## src/rtl/pift_pkg.sv

```systemverilog
// Shared types for the PIFT taint collector: change-record layout and flag positions.
package pift_pkg;
  localparam int FLAG_FIRST = 0;
  localparam int FLAG_DROP  = 1;
  localparam int FLAG_W     = 2;
  localparam int DROP_CNT_W = 16;
  localparam int DEF_CNT_W  = 16;
  localparam int DEF_TS_W   = 32;

  typedef struct packed {
    logic [DEF_CNT_W-1:0] total;
    logic [DEF_TS_W-1:0]  cycle;
    logic [FLAG_W-1:0]    flags;
  } taint_rec_t;
endpackage

```

## src/rtl/taint_rec_fifo.sv

```systemverilog
// Synchronous record FIFO; head is only meaningful while !empty, otherwise the last
// popped record is presented so the consumer-side view holds steady.
module taint_rec_fifo
  import pift_pkg::*;
#(
  parameter type T     = taint_rec_t,
  parameter int  DEPTH = 8
) (
  input  logic clock,
  input  logic reset,
  input  logic push,
  input  T     push_data,
  input  logic pop,
  output T     head,
  output logic full,
  output logic empty
);
  localparam int AW = $clog2(DEPTH);

  T               mem [DEPTH];
  T               held;
  logic [AW-1:0]  wr_ptr, rd_ptr;
  logic [AW:0]    count;
  logic           wr, rd;

  assign full  = (count == (AW+1)'(DEPTH));
  assign empty = (count == '0);
  assign wr    = push && (!full || pop);
  assign rd    = pop && !empty;
  assign head  = empty ? held : mem[rd_ptr];

  always_ff @(posedge clock)
    if (wr) mem[wr_ptr] <= push_data;

  always_ff @(posedge clock or posedge reset) begin
    if (reset) begin
      wr_ptr <= '0;
      rd_ptr <= '0;
      count  <= '0;
      held   <= '0;
    end else begin
      if (wr) wr_ptr <= wr_ptr + AW'(1);
      if (rd) begin
        rd_ptr <= rd_ptr + AW'(1);
        held   <= mem[rd_ptr];
      end
      count <= count + (AW+1)'(wr) - (AW+1)'(rd);
    end
  end
endmodule

```

## src/rtl/taint_sum_monitor.sv

```systemverilog
// Reduces per-cell taint bits and memory counts to a saturating, time-stamped global
// total and logs each change of that total into a record FIFO.
module taint_sum_monitor
  import pift_pkg::*;
#(
  parameter int N_DFF      = 64,
  parameter int N_MEM      = 4,
  parameter int MEM_CNT_W  = 11,
  parameter int CNT_W      = 16,
  parameter int TS_W       = 32,
  parameter int FIFO_DEPTH = 8
) (
  input  logic                       clock,
  input  logic                       reset,
  input  logic                       enable,
  input  logic [N_DFF-1:0]           dff_taint_sum,
  input  logic [N_MEM*MEM_CNT_W-1:0] mem_taint_sum,
  output logic [CNT_W-1:0]           total_taint,
  output logic                       rec_valid,
  input  logic                       rec_ready,
  output logic [CNT_W-1:0]           rec_total,
  output logic [TS_W-1:0]            rec_cycle,
  output logic [FLAG_W-1:0]          rec_flags,
  output logic [DROP_CNT_W-1:0]      drop_cnt,
  output logic                       first_taint_seen,
  output logic [TS_W-1:0]            first_taint_cycle
);
  localparam int POP_W  = $clog2(N_DFF + 1);
  localparam int MSUM_W = MEM_CNT_W + $clog2(N_MEM + 1);
  localparam int SUM_W  = ((POP_W > MSUM_W) ? POP_W : MSUM_W) + 1;
  localparam int EXT_W  = ((SUM_W > CNT_W) ? SUM_W : CNT_W) + 1;

  typedef struct packed {
    logic [CNT_W-1:0]  total;
    logic [TS_W-1:0]   cycle;
    logic [FLAG_W-1:0] flags;
  } rec_t;

  logic [TS_W-1:0]            cyc, stamp1, stamp2;
  logic [N_DFF-1:0]           dff_clean;
  logic [N_MEM*MEM_CNT_W-1:0] mem_clean;
  logic [POP_W-1:0]           pop_c, pop1;
  logic [MSUM_W-1:0]          msum_c, msum1;
  logic [EXT_W-1:0]           sum_ext;
  logic [CNT_W-1:0]           total_next, last_rec;
  logic                       v1, v2, en, rdy, drop_pend;
  logic                       chg, first_hit, pop, do_push, full, empty;
  rec_t                       rec_in, head;

  // Case-equality maps X/Z to 0 so unknowns never reach the total.
  assign en  = (enable === 1'b1);
  assign rdy = (rec_ready === 1'b1);

  always_comb begin
    dff_clean = '0;
    mem_clean = '0;
    pop_c     = '0;
    msum_c    = '0;
    for (int i = 0; i < N_DFF; i++) begin
      dff_clean[i] = (dff_taint_sum[i] === 1'b1);
      pop_c        = pop_c + POP_W'(dff_clean[i]);
    end
    for (int i = 0; i < N_MEM*MEM_CNT_W; i++)
      mem_clean[i] = (mem_taint_sum[i] === 1'b1);
    for (int j = 0; j < N_MEM; j++)
      msum_c = msum_c + MSUM_W'(mem_clean[j*MEM_CNT_W +: MEM_CNT_W]);
  end

  assign sum_ext    = EXT_W'(pop1) + EXT_W'(msum1);
  assign total_next = (sum_ext > EXT_W'({CNT_W{1'b1}})) ? {CNT_W{1'b1}} : sum_ext[CNT_W-1:0];

  always_ff @(posedge clock or posedge reset) begin
    if (reset) begin
      cyc         <= '0;
      v1          <= 1'b0;
      pop1        <= '0;
      msum1       <= '0;
      stamp1      <= '0;
      v2          <= 1'b0;
      stamp2      <= '0;
      total_taint <= '0;
    end else begin
      cyc <= cyc + TS_W'(1);
      v1  <= en;
      if (en) begin
        pop1   <= pop_c;
        msum1  <= msum_c;
        stamp1 <= cyc;
      end
      v2 <= v1;
      if (v1) begin
        total_taint <= total_next;
        stamp2      <= stamp1;
      end
    end
  end

  assign chg       = v2 && (total_taint != last_rec);
  assign first_hit = chg && (last_rec == '0) && !first_taint_seen;
  assign pop       = rec_valid && rdy;
  assign do_push   = chg && (!full || pop);

  always_comb begin
    rec_in                   = '0;
    rec_in.total             = total_taint;
    rec_in.cycle             = stamp2;
    rec_in.flags[FLAG_FIRST] = first_hit;
    rec_in.flags[FLAG_DROP]  = drop_pend;
  end

  // last_rec tracks the latest change even when its record is dropped.
  always_ff @(posedge clock or posedge reset) begin
    if (reset) begin
      last_rec          <= '0;
      drop_pend         <= 1'b0;
      drop_cnt          <= '0;
      first_taint_seen  <= 1'b0;
      first_taint_cycle <= '0;
    end else if (chg) begin
      last_rec <= total_taint;
      if (first_hit) begin
        first_taint_seen  <= 1'b1;
        first_taint_cycle <= stamp2;
      end
      if (do_push) drop_pend <= 1'b0;
      else begin
        drop_pend <= 1'b1;
        if (drop_cnt != '1) drop_cnt <= drop_cnt + DROP_CNT_W'(1);
      end
    end
  end

  taint_rec_fifo #(.T(rec_t), .DEPTH(FIFO_DEPTH)) u_fifo (
    .clock     (clock),
    .reset     (reset),
    .push      (do_push),
    .push_data (rec_in),
    .pop       (pop),
    .head      (head),
    .full      (full),
    .empty     (empty)
  );

  assign rec_valid = !empty;
  assign rec_total = head.total;
  assign rec_cycle = head.cycle;
  assign rec_flags = head.flags;
endmodule

```

## config.mk

```make
export PLATFORM = sky130hd
export DESIGN_NAME = taint_sum_monitor
export DESIGN_NICKNAME = d
export VERILOG_FILES = /design/src/rtl/pift_pkg.sv /design/src/rtl/taint_rec_fifo.sv /design/src/rtl/taint_sum_monitor.sv
export SDC_FILE = /design/constraint.sdc
export NUM_CORES = 1
export LEC_CHECK = 0
export ABC_AREA = 1
export CAP_MARGIN = 20
export CORE_MARGIN = 10
export CORE_UTILIZATION = 30
export CTS_CLUSTER_DIAMETER = 100
export DETAILED_ROUTE_END_ITERATION = 6
export SLEW_MARGIN = 20
export SYNTH_ARGS = -nofsm -noshare
export SYNTH_HDL_FRONTEND = slang
export SYNTH_SLANG_ARGS = --single-unit
export TNS_END_PERCENT = 1
```

## constraint.sdc

```tcl
create_clock -name clock -period 20.5 [get_ports clock]
set_input_delay 4.1 -clock clock [delete_from_list [all_inputs] [get_ports clock]]
set_output_delay 4.1 -clock clock [all_outputs]
set_load 0.02 [all_outputs]
```

==> results.cfg <==
[sta]
tightest_slew_ns = 1.02
tns_ns = 0
hold_violations = 0
clock.fmax_ghz = 0.108
whs_ns = 0.475
grt_setup_unrepaired = no
relSlewSlack_pct = 31.8
fin_ws_ns = 11.23
slew_violations = 0
fin_skew_ns = 0.0356
finalSetupViolations = 0
post-route-period-util_pct = 45.2
finalCriticalPeriod_ns = 9.27

[clock_network]
postCtsSetupRepairBufs = 0
clock_latency_ns = 0.66
cts.sink_count = 638
hold_buffers = 0
cts_made_buffers = 61
cts_tree = built
clockBufferDepth = 3
clkTransAtPathRegs_ns = 0.07
cts_resized = 0
clockRootBuffer = clkbuf_16
htree_levels = 2

[synthesis]
synth_flop_cell = edfxtp_1
ys_ff_latch = 638
synth_edf_count = 384
syn-instance-count = 2786
synthTopCellsByCount = 505 x nand2_1, 384 x edfxtp_1, 365 x nor2_1, 365 x o21ai_0, 254 x dfrtp_1
yosysMostFrequentCell = nand2_1
netlist_area_sq_um = 29200
yosysWarnings = 0
synth_cell_type_count = 38
synth_area_leaders = edfxtp_1 39%, dfrtp_1 22%, nand2_1 6.5%, o21ai_0 6.2%, fa_1 5.3%
async_flop_share_pct = 39.8
synth_sequential_area_ratio_pct = 61.2
synth_top_area_share_pct = 39.4
syn_area_per_cell_sq_um = 10.5
synth_area_leader_cell = edfxtp_1

[pwr]
p_int_uw = 3230
p_switching_uw = 2130
power_density_nw_per_um2 = 154
ir_worst_vdd_uv = 253
p_leak_uw = 0.0136
power.total_uw = 5370
seq_power_share_pct = 33.5
swShare_pct = 39.7
clock_power_share_pct = 22.5
pwr-share-comb_pct = 44.0

[min_path]
hold_depth = 2
worstHoldPathType = flop to flop
min_to = first_taint_cycle[13]
hold_start = first_taint_cycle[13]

[route]
route.detailed.wl_per_inst_um = 17.0
routed_via_density = 4.60
routed-via-count = 19700
drc = 0
drt-total-wl_um = 72700
dr.first_iter.drc_count = 1535
dr.pass1.iters = 5
ant_nets = 0

[worst_setup_path]
cp-end-kind = flop
arrival_ns = 9.81
r2r_slack_ns = 16.52
critical_path_class = input pin to flop
cp.required_ns = 21.04
crit-reg2reg-launch = total_taint[13]
critical_path.startpoint = dff_taint_sum[35]
r2r-end = u_fifo.mem[1][38]
reg2reg_depth = 11
critPathMaxFanout = 3
start_kind = input pin

[run]
maxCapViolations = 0

[placed_design]
dp.cells = 4166
port_buffers = 223
post-dp-hpwl_um = 45600
dp_slack_ns = 10.56
gp_congestion = 0.802

[die]
start_util_pct = 30.2
ioPinCount = 228
rows = 114
core_area_sq_um = 96700
dieArea_sq_um = 110000
die_h_um = 332
die_x_um = 332

[finish]
multiInputGateArea_sq_um = 9800
drive_above_1_share_pct = 5.06
final_cells = 4283
nNetsFinal = 3188
regArea_sq_um = 17900
synthToLayoutAreaGrowth_pct = 19.1
fillers = 9546

[status]
status = completed

[global_route]
grt_pass1_vias = 19500
grt_usage_pct = 12.7
antenna_found_initial = 0
grt_max_degree = 154
grt_pass1_wl_um = 114000
grt_overflow = 0
[state kept, by name (all words and copies together) (netlist names), 3 cells and up]
name,flops
u_fifo.mem,384
u_fifo.held,48
cyc,32
first_taint_cycle,32
stamp1,32
stamp2,32
drop_cnt,16
last_rec,14
total_taint,14
msum1,13
pop1,7
u_fifo.count,4
u_fifo.rd_ptr,3
u_fifo.wr_ptr,3
[metrics by stage]
step / area [sq um] / utilization, %
2_1_floorplan: 29200 / -
3_3_place_gp: 32600 / 33.7
3_5_place_dp: 32600 / 33.7
4_1_cts: 34800 / 36.0
5_1_grt: 34800 / 36.0
6_report: 34800 / 36.0
[area by class of cell]
class,count,share of cell area [%]
Antenna cell,1,0.00719
Clock buffer,85,4.90
Clock inverter,30,1.37
Inverter,234,2.55
Multi-Input combinational cell,1773,28.2
Sequential cell,638,51.4
Tap cell,1276,4.58
Timing Repair Buffer,246,7.04
[power groups by stage]
stage	combinational, uW	sequential (uW)	clock (uW)
floorplan	1650	1770	0
global placement	2330	1840	0
detailed placement	2380	1840	0
CTS	2390	1820	1240
global route	2720	1830	1290
finish	2360	1800	1210
[worst max path at each step]
stage | slack [ns] | endpoint | cells after the start
2_1_floorplan | 9.41 | cyc[0] | 1
3_3_place_gp | 10.59 | pop1[4] | 21
3_5_place_dp | 10.56 | pop1[4] | 21
4_1_cts | 11.23 | pop1[4] | 21
5_1_grt | 10.96 | pop1[4] | 21
6_report | 11.23 | pop1[4] | 21
[metal layers]
metal / global-route usage [%] / wire (um)
met1: 17.3 / 33900
met2: 20.3 / 32900
met3: 2.96 / 4520
met4: 3.13 / 1370
met5: 0 / 0
[worst max-delay path, cell delays in order]
cell	delay [ns]
clkdlybuf4s50_1	0.45
inv_1	0.05
fa_1	0.52
inv_1	0.05
fa_1	0.41
fa_1	0.54
inv_1	0.05
fa_1	0.52
inv_1	0.05
fa_1	0.51
fa_1	0.44
fa_1	0.54
inv_1	0.05
fa_1	0.52
inv_1	0.07
fa_1	0.45
nand3_1	0.10
nand2_1	0.08
nand2_1	0.08
nand2_1	0.05
o21ai_0	0.16
[kinds of logic after synthesis]
kind of cell | after synthesis | share of synthesized area (%)
AOI/OAI and AO/OA | 572 | 10.3
xor gates and xnor gates | 46 | 1.38
adders and majority gates | 122 | 7.22
buffers and inverters | 378 | 5.53
DFF | 638 | 61.2
other | 1 | 0.0128
and+or+nand+nor | 1029 | 14.4
[cell usage in the layout, fill, tap and decap left out, types with 15 or more instances in the layout]
cell,n
ha_1,44
edfxtp_1,384
inv_1,227
o211ai_1,48
clkbuf_1,15
clkdlybuf4s50_1,222
nor2_1,357
a21oi_1,23
clkbuf_16,61
xnor2_1,15
fa_1,78
buf_4,20
nand4_1,66
o21ai_0,365
nand2_1,505
nor3_1,27
xor2_1,31
nand3_1,47
o21ai_1,125
dfrtp_1,250
(Power assumes the default switching activity.)
